**src/rtl/scan_code_frame_tx.sv**
```systemverilog
// Scan-code link transmitter: accepts a byte on valid/ready and serialises
// start, D0..D7 (LSB first), parity and stop on an idle-high line.
module scan_code_frame_tx #(
    parameter int CLKS_PER_BIT = 16,
    parameter int PARITY_ODD   = 0
) (
    input  logic       clk,
    input  logic       reset,
    input  logic [7:0] scan_code_in,
    input  logic       tx_valid,
    output logic       tx_ready,
    output logic       tx_line,
    output logic       tx_busy,
    output logic       frame_done
);

    // state    | meaning
    // S_IDLE   | line high, ready for a byte
    // S_START  | start bit (0)
    // S_DATA   | data bits D0..D7, LSB first
    // S_PARITY | parity bit
    // S_STOP   | stop bit (1), frame_done on its last cycle
    typedef enum logic [2:0] {
        S_IDLE,
        S_START,
        S_DATA,
        S_PARITY,
        S_STOP
    } state_t;

    localparam logic [15:0] BAUD_LAST = 16'(CLKS_PER_BIT - 1);

    state_t      state_q, state_d;
    logic [15:0] baud_q, baud_d;
    logic [2:0]  bit_idx_q, bit_idx_d;
    logic [8:0]  shift_q, shift_d;
    logic        tx_line_q, tx_line_d;
    logic        tx_ready_q, tx_ready_d;
    logic        tx_busy_q, tx_busy_d;
    logic        frame_done_q, frame_done_d;

    logic        baud_tc;
    logic        parity_bit;
    logic [15:0] baud_next;

    assign baud_tc    = (baud_q == BAUD_LAST);
    assign baud_next  = baud_tc ? 16'd0 : baud_q + 16'd1;
    assign parity_bit = (PARITY_ODD != 0) ? ~^scan_code_in : ^scan_code_in;

    always_ff @(posedge clk or posedge reset) begin
        if (reset) begin
            state_q      <= S_IDLE;
            baud_q       <= 16'd0;
            bit_idx_q    <= 3'd0;
            shift_q      <= 9'd0;
            tx_line_q    <= 1'b1;
            tx_ready_q   <= 1'b0;
            tx_busy_q    <= 1'b0;
            frame_done_q <= 1'b0;
        end else begin
            state_q      <= state_d;
            baud_q       <= baud_d;
            bit_idx_q    <= bit_idx_d;
            shift_q      <= shift_d;
            tx_line_q    <= tx_line_d;
            tx_ready_q   <= tx_ready_d;
            tx_busy_q    <= tx_busy_d;
            frame_done_q <= frame_done_d;
        end
    end

    always_comb begin
        state_d    = state_q;
        baud_d     = baud_q;
        bit_idx_d  = bit_idx_q;
        shift_d    = shift_q;
        tx_line_d  = tx_line_q;
        tx_ready_d = tx_ready_q;
        tx_busy_d  = tx_busy_q;

        case (state_q)
            S_IDLE: begin
                baud_d     = 16'd0;
                bit_idx_d  = 3'd0;
                tx_line_d  = 1'b1;
                tx_ready_d = 1'b1;
                tx_busy_d  = 1'b0;
                // Accept needs the registered ready, so one idle cycle always
                // separates a stop bit from the next start bit.
                if (tx_valid && tx_ready_q) begin
                    state_d    = S_START;
                    shift_d    = {parity_bit, scan_code_in};
                    tx_line_d  = 1'b0;
                    tx_ready_d = 1'b0;
                    tx_busy_d  = 1'b1;
                end
            end
            S_START: begin
                baud_d = baud_next;
                if (baud_tc) begin
                    state_d   = S_DATA;
                    bit_idx_d = 3'd0;
                    tx_line_d = shift_q[0];
                    shift_d   = {1'b0, shift_q[8:1]};
                end
            end
            S_DATA: begin
                baud_d = baud_next;
                if (baud_tc) begin
                    // After the last data bit the parity sits in shift_q[0].
                    bit_idx_d = bit_idx_q + 3'd1;
                    tx_line_d = shift_q[0];
                    shift_d   = {1'b0, shift_q[8:1]};
                    if (bit_idx_q == 3'd7) begin
                        state_d = S_PARITY;
                    end
                end
            end
            S_PARITY: begin
                baud_d = baud_next;
                if (baud_tc) begin
                    state_d   = S_STOP;
                    tx_line_d = 1'b1;
                end
            end
            S_STOP: begin
                baud_d    = baud_next;
                tx_line_d = 1'b1;
                if (baud_tc) begin
                    state_d    = S_IDLE;
                    tx_ready_d = 1'b1;
                    tx_busy_d  = 1'b0;
                end
            end
            default: begin
                state_d    = S_IDLE;
                baud_d     = 16'd0;
                tx_line_d  = 1'b1;
                tx_ready_d = 1'b0;
                tx_busy_d  = 1'b0;
            end
        endcase

        frame_done_d = (state_d == S_STOP) && (baud_d == BAUD_LAST);
    end

    assign tx_ready   = tx_ready_q;
    assign tx_line    = tx_line_q;
    assign tx_busy    = tx_busy_q;
    assign frame_done = frame_done_q;

endmodule
```
**config.mk**
```make
export PLATFORM = sky130hd
export DESIGN_NAME = scan_code_frame_tx
export DESIGN_NICKNAME = d
export VERILOG_FILES = /design/src/rtl/scan_code_frame_tx.sv
export SDC_FILE = /design/constraint.sdc
export NUM_CORES = 1
export LEC_CHECK = 0
export CAP_MARGIN = 40
export CELL_PAD_IN_SITES_DETAIL_PLACEMENT = 0
export CELL_PAD_IN_SITES_GLOBAL_PLACEMENT = 1
export CORE_ASPECT_RATIO = 0.7
export CORE_UTILIZATION = 46
export CTS_CLUSTER_DIAMETER = 30
export CTS_CLUSTER_SIZE = 16
export DETAILED_ROUTE_END_ITERATION = 12
export PLACE_DENSITY_LB_ADDON = 0.3
export SYNTH_ARGS = -nofsm -noshare
export SYNTH_HDL_FRONTEND = slang
export SYNTH_SLANG_ARGS = --single-unit
```
**constraint.sdc**
```tcl
create_clock -name clk -period 2.55 [get_ports clk]
set_input_delay 0.51 -clock clk [delete_from_list [all_inputs] [get_ports clk]]
set_output_delay 0.51 -clock clk [all_outputs]
set_load 0.005 [all_outputs]
```
==> flow_summary.yaml, run 1 <==
clock_tree:
  numCtsBuffers: 5
  root_buffer: "clkbuf_8"
  cts.path.max_buffers: 2
  insertion_delay_ps: 300
  cts_hold_buf: 0
  clkSinkCount: 35
  post-cts-setup-buffers: 0
  clk_pin_slew_ps: 70
  ctsResizeCount: 0
  cts.htree.levels: 2
  cts_tree: "yes"
routing:
  totalWireLength_um: 3890
  ant_nets: 0
  drc: 0
  firstDrtPassIters: 4
  vias_per_cell: 5.72
  drt_iter0_drc: 95
  vias: 1469
  detail_route.wl_per_cell_um: 15.1
logic_synthesis:
  syn_nets: 200
  yosys_warnings: 0
  syn-cell-area_mm2: 0.00202
  netlist_top_cells_area: "dfrtp_1 42%, mux2_4 5.9%, mux2_2 5.0%, xnor2_1 4.8%, xor2_1 4.3%"
  synthDominantCellAreaShare_pct: 42.0
  yosysSeqAreaShare_pct: 43.3
  synth_cell_types: 44
  avgSynthCellArea_um2: 10.9
  ys_seq_elements: 35
  syn_inst: 186
  synth_ff_type: "dfrtp_1"
  post-synth-top-area-cell: "dfrtp_1"
  synthArstFlopShare_pct: 100
  synth_edf_count: 0
global_route:
  antenna_found_initial: 0
  grt_max_degree: 36
  grt_pass1_wl_um: 6750
  first_global_vias: 1383
  gr-total-overflow: 0
  grt_use_total_pct: 19.7
die:
  row_count: 19
  dieArea_mm2: 0.00467
  io_pins: 15
  die_h_um: 57.5
  start_util_pct: 49.8
  die_x_um: 81.3
  coreArea_mm2: 0.00407
final_layout:
  design_area_mm2: 0.00232
  seqCellArea_um2: 877
  diodes: 0
  drive_above_1_share_pct: 20.0
  syn2layout_area_growth_pct: 14.5
  nets: 218
  multi_input_area_mm2: 0.00107
  fillerInstances: 345
worst_setup_path:
  reg2reg_depth: 6
  r2r_slack_ps: 390
  crit_type: "reg2reg"
  worstPathCellList: "nor4_4, nand4_4, nor4_4, or3_1, buf_4, mux2_4"
  arrival_ps: 2350
  worst_setup_path_end_kind: "register"
  regToRegStartpoint: "baud_q[4]$_DFF_PP0_"
  cp.buffers_inverters: 1
  cp_top_family: "simple AND/OR/NAND/NOR gates"
  cp_slowest_stage_delay_ps: 460
  cp.required_ps: 2730
  slowest_stage: "dfrtp_1"
  worstReg2RegEnd: "shift_q[2]$_DFFE_PP0P_"
  crit_fanout: 10
  worst_path_most_repeated_cell: "nor4_4"
  start_kind: "register"
sta:
  hold_viol: 0
  whs_ps: 511
  rsz0062_at_grt: "no"
  setup_viol: 0
  clock_skew_ps: 8.21
  finalSetupTns_ps: 0
  timing.final.crit_share_pct: 84.8
  maxSlewViolCount: 0
  tightest_slew_ps: 601
  timing.slew.headroom_pct: 59.9
  clock.fmax_mhz: 463
  min_period_ps: 2160
job:
  max_cap_viol_count: 0
pwr:
  power_per_cell_area_mw_per_mm2: 456
  ir_worst_vdd_mv: 0.276
  p_leak_nw: 1.04
  finalPower_w: 0.00106
placed_design:
  port_buffers: 14
  postPlaceCellArea_mm2: 0.00222
  place.gp.congestion: 0.783
  hpwl_um: 2730
hold_path:
  worstHoldEndpoint: "bit_idx_q[2]$_DFFE_PP0P_"
  holdPathStages: 1
  hold_class: "reg2reg"
  min_from: "bit_idx_q[2]$_DFFE_PP0P_"
outcome:
  outcome: "complete, no violations"
-- how the worst max path moves through the flow --
stage,start,endpoint,cells after the start
floorplan,baud_q[0]$_DFF_PP0_,shift_q[0]$_DFFE_PP0P_,8
global placement,tx_valid,shift_q[4]$_DFFE_PP0P_,6
CTS,baud_q[4]$_DFF_PP0_,shift_q[2]$_DFFE_PP0P_,6
finish,baud_q[4]$_DFF_PP0_,shift_q[2]$_DFFE_PP0P_,6
detailed placement,tx_valid,shift_q[7]$_DFFE_PP0P_,6
global route,baud_q[10]$_DFF_PP0_,shift_q[2]$_DFFE_PP0P_,6
-- registers in the layout (all words and copies together) (netlist names) --
name	flops
baud_q	16
bit_idx_q	3
frame_done	1
shift_q	9
state_q	3
tx_busy	1
tx_line	1
tx_ready	1
-- cells in the mapped netlist, types with 2 or more instances --
| cell type | instances |
|---|---|
| buf_2 | 3 |
| a21oi_1 | 5 |
| mux2_2 | 9 |
| inv_1 | 5 |
| clkbuf_1 | 3 |
| nand3_1 | 8 |
| and4_1 | 4 |
| nand2_1 | 10 |
| xnor2_1 | 11 |
| xor2_1 | 10 |
| nor3_1 | 4 |
| dfrtp_1 | 34 |
| nor4_1 | 2 |
| buf_6 | 2 |
| mux2_4 | 8 |
| a31oi_1 | 2 |
| nor4_4 | 4 |
| o21ai_0 | 8 |
| and3_1 | 2 |
| ha_1 | 3 |
| or3_1 | 5 |
| nor2_1 | 17 |
| nand4_1 | 5 |
| mux2i_1 | 2 |
-- area by class of cell --
class / instances / area share (%)
multi-input cells: 136 / 46.1
inverters: 6 / 0.971
well taps: 52 / 2.81
clock buffers: 8 / 4.32
repair buffers: 20 / 7.99
flip-flops and latches: 35 / 37.8
-- layer usage --
layer | GRT usage [%] | vias to the layer above | share of wire [%]
li1 | - | 698 | -
met1 | 27.7 | 729 | 49
met2 | 28.2 | 34 | 44
met3 | 6.40 | 8 | 4.9
met4 | 7.40 | 0 | 1.2
met5 | 0 | - | 0
-- power by group --
part,switching [W],total (W),internal [W]
clock network,0.000207,0.000453,0.000247
logic,0.0000239,0.0000502,0.0000263
registers,0,0.000555,0.000555
-- kinds of logic (layout without fill, tap and decap cells) --
family                     after synthesis  after routing  synth area share (%)
and+or+nand+nor                         70             70                  22.4
DFF                                     35             35                  43.3
AOI/OAI and AO/OA                       23             23                  7.48
xor gates and xnor gates                21             21                  9.08
muxes                                   19             19                  11.9
buffers and inverters                   15             34                  3.89
adders and majority gates                3              3                  1.85
-- placed cells by master, fill, tap and decap left out, types with 2 or more instances in the layout --
cell type         n
dfrtp_1          34
nor2_1           17
clkdlybuf4s50_1  14
xnor2_1          11
nand2_1          10
xor2_1           10
mux2_2            9
o21ai_0           8
nand3_1           8
mux2_4            8
clkbuf_8          7
buf_4             6
a21oi_1           5
inv_1             5
or3_1             5
nand4_1           5
nor4_4            4
and4_1            4
nor3_1            4
ha_1              3
and3_1            2
mux2i_1           2
a31oi_1           2
nor4_1            2
-- through the flow --
step | cells | setup WS (ps) | util [%]
detailed placement | 249 | 242 | 54.6
floorplan | 186 | 496 | -
finish | 257 | 389 | 57.0
global placement | 249 | 277 | 54.6
global route | 257 | 232 | 57.0
CTS | 257 | 368 | 57.0
(Power assumes the default switching activity.)
==> run 2, diff against run 1 <==
==> constraint.sdc (replaced) <==
create_clock -name clk -period 2.17 [get_ports clk]
set_input_delay 0.434 -clock clk [delete_from_list [all_inputs] [get_ports clk]]
set_output_delay 0.434 -clock clk [all_outputs]
set_load 0.005 [all_outputs]
==> flow_summary.yaml, run 2 (synthesized netlist as in run 1, its figures left out) <==
outcome:
  outcome: "complete, no violations"
sta:
  whs_ps: 504
  maxSlewViolCount: 0
  min_period_ps: 2100
  timing.slew.headroom_pct: 61.4
  clock.fmax_mhz: 476
  hold_viol: 0
  tightest_slew_ps: 579
  timing.final.crit_share_pct: 96.8
  finalSetupTns_ps: 0
  clock_skew_ps: 7.55
  setup_viol: 0
die:
  start_util_pct: 49.8
  row_count: 19
  dieArea_mm2: 0.00467
  die_x_um: 81.3
  die_h_um: 57.5
  coreArea_mm2: 0.00407
  io_pins: 15
pwr:
  ir_worst_vdd_mv: 0.322
  p_leak_nw: 1.07
  power_per_cell_area_mw_per_mm2: 490
final_layout:
  top_register: "baud_q"
  diodes: 0
  layout_commonest_cell: "dfrtp_1"
  drive_above_1_share_pct: 23.0
  layout_common_cells: "34 x dfrtp_1, 17 x nor2_1, 14 x clkdlybuf4s50_1, 14 x buf_4, 11 x xnor2_1"
  reg.largest.list: "baud_q (16), shift_q (9)"
  seqCellArea_um2: 877
  multi_input_area_mm2: 0.00108
  syn2layout_area_growth_pct: 17.1
  nets: 226
  fillerInstances: 334
  largest_register_ffs: 16
  final_core_util_pct: 58.3
worst_setup_path:
  crit_type: "reg2reg"
  crit_end: "shift_q[2]$_DFFE_PP0P_"
  worst_setup_path_end_kind: "register"
  cp.required_ps: 2340
  regToRegStartpoint: "baud_q[0]$_DFF_PP0_"
  r2r_slack_ps: 70
  cp-startpoint: "baud_q[0]$_DFF_PP0_"
  worstReg2RegEnd: "shift_q[2]$_DFFE_PP0P_"
  arrival_ps: 2270
  crit_fanout: 9
  reg2reg_depth: 7
  start_kind: "register"
routing:
  vias_per_cell: 5.48
  drt_iter0_drc: 115
  drc: 0
  detail_route.wl_per_cell_um: 14.1
  vias: 1451
  ant_nets: 0
  totalWireLength_um: 3740
  firstDrtPassIters: 4
job:
  max_cap_viol_count: 0
global_route:
  antenna_found_initial: 0
  gr-total-overflow: 0
  grt_use_total_pct: 18.9
  grt_max_degree: 36
  grt_pass1_wl_um: 6570
  first_global_vias: 1439
clock_tree:
  cts.path.max_buffers: 2
  cts_tree: "yes"
  numCtsBuffers: 5
  cts_hold_buf: 0
  clk_pin_slew_ps: 70
  cts.htree.levels: 2
  clkSinkCount: 35
  insertion_delay_ps: 280
  root_buffer: "clkbuf_8"
placed_design:
  hpwl_um: 2660
  port_buffers: 14
  place.gp.congestion: 0.786
hold_path:
  hold_class: "reg2reg"
run 2: power breakdown:
part	switching (W)	internal (W)	total [W]
combinational	0.0000274	0.0000309	0.0000583
sequential	0	0.000652	0.000652
clock	0.000224	0.000228	0.000452
total	0.000251	0.000911	0.00116
run 2: per-stage QoR:
stage | setup WS (ps) | std cells | instance area [um^2] | total power, W
after global placement | -60.6 | 256 | 2270 | 0.000723
final | 69.0 | 265 | 2370 | 0.00116
after floorplan | 116 | 186 | 2020 | 0.000695
after CTS | 70.6 | 264 | 2350 | 0.00118
after global routing | -14.7 | 265 | 2370 | 0.00122
after detailed placement | -88.2 | 256 | 2270 | 0.000724
run 2: worst min-delay path by stage:
| stage | startpoint | end | depth (start not counted) |
|---|---|---|---|
| CTS | bit_idx_q[2]$_DFFE_PP0P_ | bit_idx_q[2]$_DFFE_PP0P_ | 1 |
| global placement | bit_idx_q[2]$_DFFE_PP0P_ | bit_idx_q[2]$_DFFE_PP0P_ | 1 |
| detailed placement | bit_idx_q[2]$_DFFE_PP0P_ | bit_idx_q[2]$_DFFE_PP0P_ | 1 |
| floorplan | bit_idx_q[2]$_DFFE_PP0P_ | bit_idx_q[2]$_DFFE_PP0P_ | 1 |
| finish | bit_idx_q[2]$_DFFE_PP0P_ | bit_idx_q[2]$_DFFE_PP0P_ | 1 |
| global route | bit_idx_q[2]$_DFFE_PP0P_ | bit_idx_q[2]$_DFFE_PP0P_ | 1 |
run 2: area by class of cell:
cell class	instances	area share (%)
Inverter	6	0.950
Multi-Input combinational cell	136	45.6
Tap cell	52	2.75
Clock buffer	8	3.38
Timing Repair Buffer	28	10.3
Sequential cell	35	37.0
run 2: timing repair:
action | 4_1_cts | 5_1_grt
resized for setup | 0 | 3
setup endpoints to repair | 0 | 9
setup buffers | 0 | 1
run 2: layer usage:
| metal | wire (um) | GRT usage (%) | up-vias |
|---|---|---|---|
| met1 | 2000 | 27.0 | 698 |
| met3 | 138 | 4.96 | 7 |
| met2 | 1550 | 27.1 | 27 |
| met4 | 50 | 7.65 | 0 |
| met5 | 0 | 0 | - |
| li1 | - | - | 719 |
run 2: critical path, cell delays in order, from the launching register on:
cell,delay [ps]
dfrtp_1,420
ha_1,240
and3_1,220
nand4_4,150
nor4_4,50
or3_1,390
buf_4,200
mux2_4,310
